--- config.mk ---
export PLATFORM = sky130hd
export DESIGN_NAME = mem_arbiter
export DESIGN_NICKNAME = d
export VERILOG_FILES = /design/src/rtl/mem_arbiter.sv
export SDC_FILE = /design/constraint.sdc
export NUM_CORES = 1
export LEC_CHECK = 0
export CAP_MARGIN = 20
export CELL_PAD_IN_SITES_DETAIL_PLACEMENT = 1
export CELL_PAD_IN_SITES_GLOBAL_PLACEMENT = 1
export CORE_UTILIZATION = 33
export CTS_CLUSTER_SIZE = 30
export DETAILED_ROUTE_END_ITERATION = 16
export GPL_ROUTABILITY_DRIVEN = 0
export PLACE_DENSITY_LB_ADDON = 0.1
export SLEW_MARGIN = 20
export SYNTH_ARGS = -nofsm -noshare
export SYNTH_HDL_FRONTEND = slang
export SYNTH_SLANG_ARGS = --single-unit
--- constraint.sdc ---
create_clock -name clock -period 4.61 [get_ports clock]
set_input_delay 0.922 -clock clock [delete_from_list [all_inputs] [get_ports clock]]
set_output_delay 0.922 -clock clock [all_outputs]
set_load 0.01 [all_outputs]
--- src/rtl/mem_arbiter.sv ---
// Two-to-one arbiter sharing one memory port between the instruction and data
// ports of the core, with one outstanding transaction and one-deep pending buffers.

package mem_arbiter_pkg;
  localparam int unsigned XLEN   = 32;
  localparam int unsigned STRB_W = XLEN / 8;
  localparam int unsigned MODE_W = 2;

  typedef struct packed {
    logic              mem_valid;
    logic              mem_fence;
    logic              mem_spec;
    logic              mem_instr;
    logic [MODE_W-1:0] mem_mode;
    logic [XLEN-1:0]   mem_addr;
    logic [XLEN-1:0]   mem_wdata;
    logic [STRB_W-1:0] mem_wstrb;
  } mem_in_type;

  typedef struct packed {
    logic [XLEN-1:0] mem_rdata;
    logic            mem_error;
    logic            mem_ready;
  } mem_out_type;
endpackage

module mem_arbiter
  import mem_arbiter_pkg::*;
#(
  parameter bit dmem_first = 1'b1
) (
  input  logic        reset,
  input  logic        clock,
  input  mem_in_type  imem_in,
  output mem_out_type imem_out,
  input  mem_in_type  dmem_in,
  output mem_out_type dmem_out,
  output mem_in_type  memory_in,
  input  mem_out_type memory_out
);

  typedef enum logic [1:0] {
    IDLE   = 2'd0,
    BUSY_I = 2'd1,
    BUSY_D = 2'd2
  } state_t;

  state_t     state, state_n;
  logic       pend_i_vld, pend_d_vld;
  mem_in_type pend_i, pend_d;
  logic       cap_i, cap_d, clr_i, clr_d;

  // State register and pending buffers; a capture wins over a same-cycle clear.
  always_ff @(posedge clock) begin
    if (!reset) begin
      state      <= IDLE;
      pend_i_vld <= 1'b0;
      pend_d_vld <= 1'b0;
      pend_i     <= '0;
      pend_d     <= '0;
    end else begin
      state      <= state_n;
      pend_i_vld <= (pend_i_vld & ~clr_i) | cap_i;
      pend_d_vld <= (pend_d_vld & ~clr_d) | cap_d;
      if (cap_i) pend_i <= imem_in;
      if (cap_d) pend_d <= dmem_in;
    end
  end

  // Issue, capture and response routing.
  always_comb begin
    state_n   = state;
    memory_in = '0;
    imem_out  = '0;
    dmem_out  = '0;
    cap_i     = 1'b0;
    cap_d     = 1'b0;
    clr_i     = 1'b0;
    clr_d     = 1'b0;

    case (state)
      IDLE: begin
        if (pend_i_vld) begin
          memory_in = pend_i;
          clr_i     = 1'b1;
          state_n   = BUSY_I;
          cap_i     = imem_in.mem_valid;
          cap_d     = dmem_in.mem_valid & ~pend_d_vld;
        end else if (pend_d_vld) begin
          memory_in = pend_d;
          clr_d     = 1'b1;
          state_n   = BUSY_D;
          cap_i     = imem_in.mem_valid;
          cap_d     = dmem_in.mem_valid;
        end else if (imem_in.mem_valid && dmem_in.mem_valid) begin
          if (dmem_first) begin
            memory_in = dmem_in;
            state_n   = BUSY_D;
            cap_i     = 1'b1;
          end else begin
            memory_in = imem_in;
            state_n   = BUSY_I;
            cap_d     = 1'b1;
          end
        end else if (imem_in.mem_valid) begin
          memory_in = imem_in;
          state_n   = BUSY_I;
        end else if (dmem_in.mem_valid) begin
          memory_in = dmem_in;
          state_n   = BUSY_D;
        end
      end

      BUSY_I: begin
        cap_d = dmem_in.mem_valid & ~pend_d_vld;
        // A set owner buffer here means the request still has to go out.
        if (pend_i_vld) begin
          memory_in = pend_i;
          clr_i     = 1'b1;
        end else begin
          imem_out = memory_out;
          if (memory_out.mem_ready) begin
            cap_i = imem_in.mem_valid;
            if (cap_i)                    state_n = BUSY_I;
            else if (pend_d_vld || cap_d) state_n = BUSY_D;
            else                          state_n = IDLE;
          end
        end
      end

      BUSY_D: begin
        cap_i = imem_in.mem_valid & ~pend_i_vld;
        if (pend_d_vld) begin
          memory_in = pend_d;
          clr_d     = 1'b1;
        end else begin
          dmem_out = memory_out;
          if (memory_out.mem_ready) begin
            cap_d = dmem_in.mem_valid;
            if (pend_i_vld || cap_i) state_n = BUSY_I;
            else if (cap_d)          state_n = BUSY_D;
            else                     state_n = IDLE;
          end
        end
      end

      default: state_n = IDLE;
    endcase

    // Reset blanks every output, including a response still in flight.
    if (!reset) begin
      memory_in = '0;
      imem_out  = '0;
      dmem_out  = '0;
      cap_i     = 1'b0;
      cap_d     = 1'b0;
      state_n   = IDLE;
    end
  end

endmodule

### Word-level counts from Yosys, hierarchy flattened

Index checks and enable logic that the tools add are counted.

| word-level totals | value |
|---|---|
| bits in registers | 152 |
| bits of input ports | 184 |
| output and inout port bits | 142 |
| logic and storage cells | 89 |

| operators by class | value |
|---|---|
| equal/unequal tests | 7 |
| muxes and demuxes | 47 |
| bitwise operators | 10 |
| reduce and logical (&&, ||, !) cells | 6 |

Operator list:

| operator | count |
|---|---|
| 74-bit two-way mux | 8 |
| 74-bit one-hot mux with 3 select lines | 1 |
| 34-bit two-way mux | 6 |
| 2-bit two-way mux | 13 |
| 1-bit two-way mux | 15 |
| 2-bit inequality test, second input constant | 4 |
| 6-bit inequality test, second input constant | 1 |
| 1-bit one-hot mux with 3 select lines | 2 |
| 2-bit one-hot mux with 3 select lines | 1 |
| 5-bit AND reduction | 1 |
| 1-bit bitwise AND | 4 |
| 1-bit NOT | 4 |
| 2-bit by 1-bit == test with 1-bit output, second input constant | 1 |
| 2-bit == test, second input constant | 1 |
| 2-bit logical NOT | 1 |
| 1-bit logical OR | 2 |
| 1-bit OR | 2 |
| 1-bit one-hot mux with 2 select lines | 1 |
| 2-bit OR reduction | 1 |
| 1-bit logical AND | 1 |

### Logic depth before layout (Yosys ltp)

Gate-level depths: netlist of the first run.

| logic depth | value |
|---|---|
| word-level depth | 8 |
| gate-level depth with buffers | 8 |

### Worst setup path after synthesis of the first run

Ideal clock, no wire load.

| timing | value |
|---|---|
| path type | input-to-output |
| start | input dmem_in[73] (netlist bit) |
| end | output memory_in[60] (netlist bit) |
| data arrival time | 2.108 ns |
| path slack | 1.580 ns |
| cell stages on the path | 8 |
| path through | buf_2 > buf_6 > buf_2 > clkbuf_1 > nand2_1 > o21ai_0 > a22oi_1 > o21ai_0 |

RTL lines:

| element | line | RTL |
|---|---|---|
| from (decl) | 36 | `input mem_in_type dmem_in,` |
| to (decl) | 38 | `output mem_in_type memory_in,` |

==> results of run 1 <==
[sequential cells by signal, indices dropped and copies added (netlist names)]
| register | flops |
|---|---|
| pend_d | 74 |
| pend_i_vld | 1 |
| state | 2 |
| pend_i | 74 |
| pend_d_vld | 1 |
[worst max-delay path: stages]
cell,delay (ps)
buf_2,390
nor2b_1,720
a22o_1,230
a22oi_1,60
o21ai_0,220
clkdlybuf4s50_1,570
[cell families (layout without fill, tap and decap cells)]
logic type      count (synthesis)  after routing  synth area share [%]
buf+inv                       133            384                  7.63
compound gates                384            384                  25.3
flops                         152            152                  35.4
simple gates                  600            600                  31.5
mux                             1              1                 0.131
other cells                     0              6                     0
[cells in the mapped netlist (2+ instances only)]
cell type  count
nand2_1      352
o21ai_0      253
dfxtp_1      152
nand3_1      146
a22oi_1       74
and2_1        71
clkbuf_1      71
buf_2         36
o21ai_1       35
buf_4         11
a22o_1         9
buf_6          9
nor2_1         8
nand2b_1       5
nor2b_1        4
a21oi_1        3
nor3_1         3
buf_1          2
clkbuf_2       2
inv_1          2
o21a_1         2
or3b_1         2
[area by class of cell]
type,count,area (sq um)
antenna,6,15.0
multi-input combinational,985,4950
inverter,2,7.51
clock buffer,20,437
timing repair buffer,350,3490
fill,3178,12800
tap,330,413
clock inverter,12,144
sequential,152,3040
[metal layers]
metal,vias up,wire length [um]
li1,4828,-
met1,5001,16000
met2,357,18800
met3,58,2550
met4,0,1030
met5,-,0
[through the flow]
step	setup slack, ps	util [%]	total power (uW)	hold WS (ps)	std cells
2_1_floorplan	1580	-	2490	429	1270
3_3_place_gp	613	47.0	3210	438	1819
3_5_place_dp	574	47.0	3240	445	1819
4_1_cts	573	49.3	4670	455	1851
5_1_grt	397	49.3	4880	471	1856
6_report	561	49.4	4660	452	1857
[layout by cell type (no fill, tap or decap), drive strengths merged, types with 2 or more instances in the layout]
master           n
nand3          146
nor2             8
or3b             2
nor3             4
nand2          352
diode            6
dfxtp          152
o21a             2
and2            71
o211ai           2
clkdlybuf4s50  322
clkinvlp         5
nand2b           5
clkbuf          20
buf             28
a21oi            3
a22oi           74
bufinv           2
o21ai          288
nor2b            4
inv              6
a22o             9
[worst min-delay path by stage]
| stage | from | endpoint | slack [ps] | cells after the start |
|---|---|---|---|---|
| after floorplan | pend_i[0] | pend_i[0] | 430 | 2 |
| after global placement | pend_i[2] | pend_i[2] | 440 | 2 |
| after detailed placement | pend_i[0] | pend_i[0] | 440 | 2 |
| after CTS | pend_i[0] | pend_i[0] | 460 | 2 |
| after global routing | pend_i[72] | pend_i[72] | 470 | 2 |
| final | pend_i[5] | pend_i[5] | 450 | 2 |
[power by group]
group | internal, uW | switching [uW]
combinational | 635 | 967
sequential | 1510 | 117
clock | 808 | 624
==> flow_summary.json, run 1 <==
{
  "r2r_cells": 5,
  "use_met2_pct": 49.2,
  "hold_viol": 0,
  "leakagePower_uw": 0.00436,
  "path_class": "primary input to output pin",
  "finalWirelength_um": 38400,
  "cts_tree": "done",
  "finalMaxSlewViolations": 0,
  "ctsHoldBuffers": 0,
  "track_usage_pct": 29.0,
  "portBuffers": 325,
  "die_y_um": 163,
  "drc": 0,
  "synth-seq-area-share_pct": 35.4,
  "die_x_um": 163,
  "ir_drop_uv": 246,
  "grt_max_degree": 87,
  "synth_top_area_share_pct": 35.4,
  "use_met3_pct": 6.35,
  "grt-busiest-layer": "met2",
  "critPathLaunch": "imem_in[73]",
  "r2r_setup_slack_ps": 2030,
  "clock_latency_ps": 430,
  "rows": 58,
  "routedWlPerCell_um": 20.7,
  "r2r_end": "pend_i[40]",
  "critical_path_peak_fanout": 19,
  "cts.clk_slew.worst_paths_ps": 70,
  "cts-root-buf": "clkbuf_16",
  "first_global_vias": 10900,
  "die_area_sq_um": 26700,
  "yosysWarnings": 0,
  "synth_seq_cells": 152,
  "dr.first_iter.drc_count": 711,
  "met1_usage_pct": 35.1,
  "min_period_over_period_pct": 87.8,
  "async_flop_share_pct": 0,
  "syn_area_sq_um": 8590,
  "synthDistinctLibCells": 40,
  "first_pass_iters": 6,
  "status": "completed",
  "gr-total-overflow": 0,
  "timing.slew.headroom_pct": 32.1,
  "power_density_nw_per_um2": 372,
  "syn2layout_area_growth_pct": 45.5,
  "synth_fp_nets": 1454,
  "synth_edf_count": 0,
  "worstPathArrival_ps": 3130,
  "yosysTopAreaCell": "dfxtp_1",
  "ctsResizeCount": 0,
  "syn_inst": 1270,
  "synth.area.top_cells": "dfxtp_1 (35%), nand2_1 (15%), o21ai_0 (15%)",
  "antenna_found_initial": 6,
  "initial_utilization_pct": 33.9,
  "dpl.hpwl_um": 24100,
  "drive_above_1_share_pct": 4.67,
  "worst_clock_skew_ps": 14.7,
  "period_needed_ps": 4050,
  "clock_sinks": 152,
  "clockBufferDepth": 2,
  "core-area_sq_um": 25300,
  "fin_area_sq_um": 12500,
  "vias": 10200,
  "setup_tns_ps": 0,
  "drv_cap": 0,
  "min_path_type": "flip-flop to flip-flop",
  "num-nets-final": 1692,
  "rsz0062_at_grt": "false",
  "avgSynthCellArea_sq_um": 6.76,
  "ant_nets": 0,
  "cp-end-kind": "output pin",
  "cp_data_required_time_ps": 3690,
  "cts_buffers": 17,
  "cts_max_level": 4,
  "placed_cell_area_sq_um": 11900,
  "synthFlopType": "dfxtp_1",
  "endpoint": "memory_in[0]",
  "ios": 326,
  "worstMarginPinSlew_ps": 1020,
  "r2r-start": "state[0]",
  "fmax_mhz": 247,
  "grt_pass1_wl_um": 59800,
  "setup_viol_count_final": 0,
  "post_cts_buffers": 0,
  "viasPerCell": 5.52,
  "worst_setup_path_start_kind": "primary input"
}
Power figures use the tool's default switching activity.
==> inputs of run 2 (changes only) <==
Settings changed: CORE_UTILIZATION 33 to 34, DONT_BUFFER_PORTS from default to 1.
==> flow_summary.json, run 2 (same netlist as run 1, synthesis figures left out) <==
{
  "clockBufferDepth": 2,
  "min_path_type": "flip-flop to flip-flop",
  "cp.buffers_inverters": 1,
  "r2r-start": "state[0]",
  "p_sw_uw": 1540,
  "min_period_over_period_pct": 78.9,
  "dr.first_iter.drc_count": 559,
  "critical_path.slowest_cell": "dfxtp_1",
  "initial_utilization_pct": 35.0,
  "power_frac_comb_pct": 25.8,
  "reg_top3": "pend_d x74, pend_i x74, state x2",
  "critPathLaunch": "state[1]",
  "fin_util_pct": 37.5,
  "drive_above_1_share_pct": 5.22,
  "crit_family": "flip-flops",
  "fmax_mhz": 275,
  "portBuffers": 0,
  "critical_path_peak_fanout": 43,
  "post_cts_buffers": 0,
  "rows": 57,
  "path_class": "flip-flop to output pin",
  "setup_tns_ps": 0,
  "ctsHoldBuffers": 0,
  "setup_viol_count_final": 0,
  "ctsResizeCount": 0,
  "wl_met2_um": 16900,
  "cts-root-buf": "clkbuf_16",
  "min_from": "pend_i[7]",
  "wl_met3_um": 2260,
  "syn2layout_area_growth_pct": 7.08,
  "period_needed_ps": 3640,
  "wl_met1_um": 14800,
  "die_area_sq_um": 25900,
  "drc": 0,
  "cts_buffers": 17,
  "timing.hold.ws_ps": 457,
  "routedWlPerCell_um": 23.0,
  "hold_viol": 0,
  "finalWirelength_um": 34900,
  "finalMaxSlewViolations": 0,
  "grt_pass1_wl_um": 53700,
  "power_density_nw_per_um2": 460,
  "cts_max_level": 4,
  "num-nets-final": 1359,
  "first_global_vias": 8927,
  "path_cells": "nand2b_1, and2_2, buf_12, a22oi_1, o21ai_0",
  "cp-end-kind": "output pin",
  "die_x_um": 161,
  "dpl.hpwl_um": 21000,
  "worst_setup_path_start_kind": "flip-flop",
  "final_cell_mix": "nand2_1 (352), o21ai_0 (253), dfxtp_1 (152)",
  "gr-total-overflow": 0,
  "viasPerCell": 5.80,
  "status": "completed",
  "ant_nets": 0,
  "clkPwrFrac_pct": 35.5,
  "clock_sinks": 152,
  "ir_drop_uv": 227,
  "cts_tree": "done",
  "cts.clk_slew.worst_paths_ps": 70,
  "final_common_cell": "nand2_1",
  "grt_max_degree": 155,
  "vias": 8806,
  "leakagePower_uw": 0.00314,
  "worstMarginPinSlew_ps": 1080,
  "top_layer": "met4",
  "intPower_uw": 2690,
  "switching_share_pct": 36.4,
  "crit_path_max_incr_delay_ps": 700,
  "first_pass_iters": 5,
  "pwr-share-seq_pct": 38.6,
  "timing.slew.headroom_pct": 28.1,
  "cp_data_required_time_ps": 3690,
  "clock_latency_ps": 430,
  "drv_cap": 0,
  "worst_clock_skew_ps": 18.3,
  "ios": 326,
  "track_usage_pct": 26.8,
  "worstPathArrival_ps": 2710,
  "antenna_found_initial": 5,
  "core-area_sq_um": 24500,
  "fill_cells": 3141,
  "die_y_um": 161,
  "rsz0062_at_grt": "false"
}
## run 2: final timing paths
path	endpoint	slack, ps	cells past startpoint
max	memory_in[44]	970	5
min	pend_i[7]	460	2
max reg2reg	pend_i[44]	1700	5
min reg2reg	pend_i[7]	460	2
## run 2: worst register-to-register path: stages (launching register included)
cell and delay (ps):
dfxtp_1 750, nand2b_1 290, o221ai_4 260, and2_2 900
buf_4 440, o21ai_0 160
## run 2: per-layer routing
metal  up-vias  track usage [%]
met3        47             5.53
met4         0             9.99
met2       335             45.5
met5         -                0
met1      4250             33.2
li1       4174                -
## run 2: final cells by class
type / count / area, sq um / area share, %
Multi-Input combinational cell: 985 / 4950 / 53.8
Sequential cell: 152 / 3040 / 33.1
Clock buffer: 20 / 457 / 4.97
Tap cell: 324 / 405 / 4.41
Clock inverter: 12 / 165 / 1.80
Timing Repair Buffer: 17 / 156 / 1.70
Antenna cell: 6 / 15.0 / 0.163
Inverter: 2 / 7.51 / 0.0816
## run 2: per-stage QoR
step | worst slack (ps) | instance area (sq um) | instances | total power (uW)
2_1_floorplan | 1580 | 8590 | 1270 | 2490
3_3_place_gp | 1410 | 8550 | 1479 | 2730
3_5_place_dp | 1340 | 8550 | 1479 | 2750
4_1_cts | 981 | 9170 | 1511 | 4270
5_1_grt | 782 | 9200 | 1518 | 4460
6_report | 973 | 9200 | 1518 | 4230
## run 2: power groups by stage
stage	combinational (uW)	clock (uW)	sequential [uW]
5_1_grt	1210	1590	1660
6_report	1090	1500	1630
2_1_floorplan	884	0	1610
3_3_place_gp	1070	0	1660
4_1_cts	1090	1540	1630
3_5_place_dp	1090	0	1660
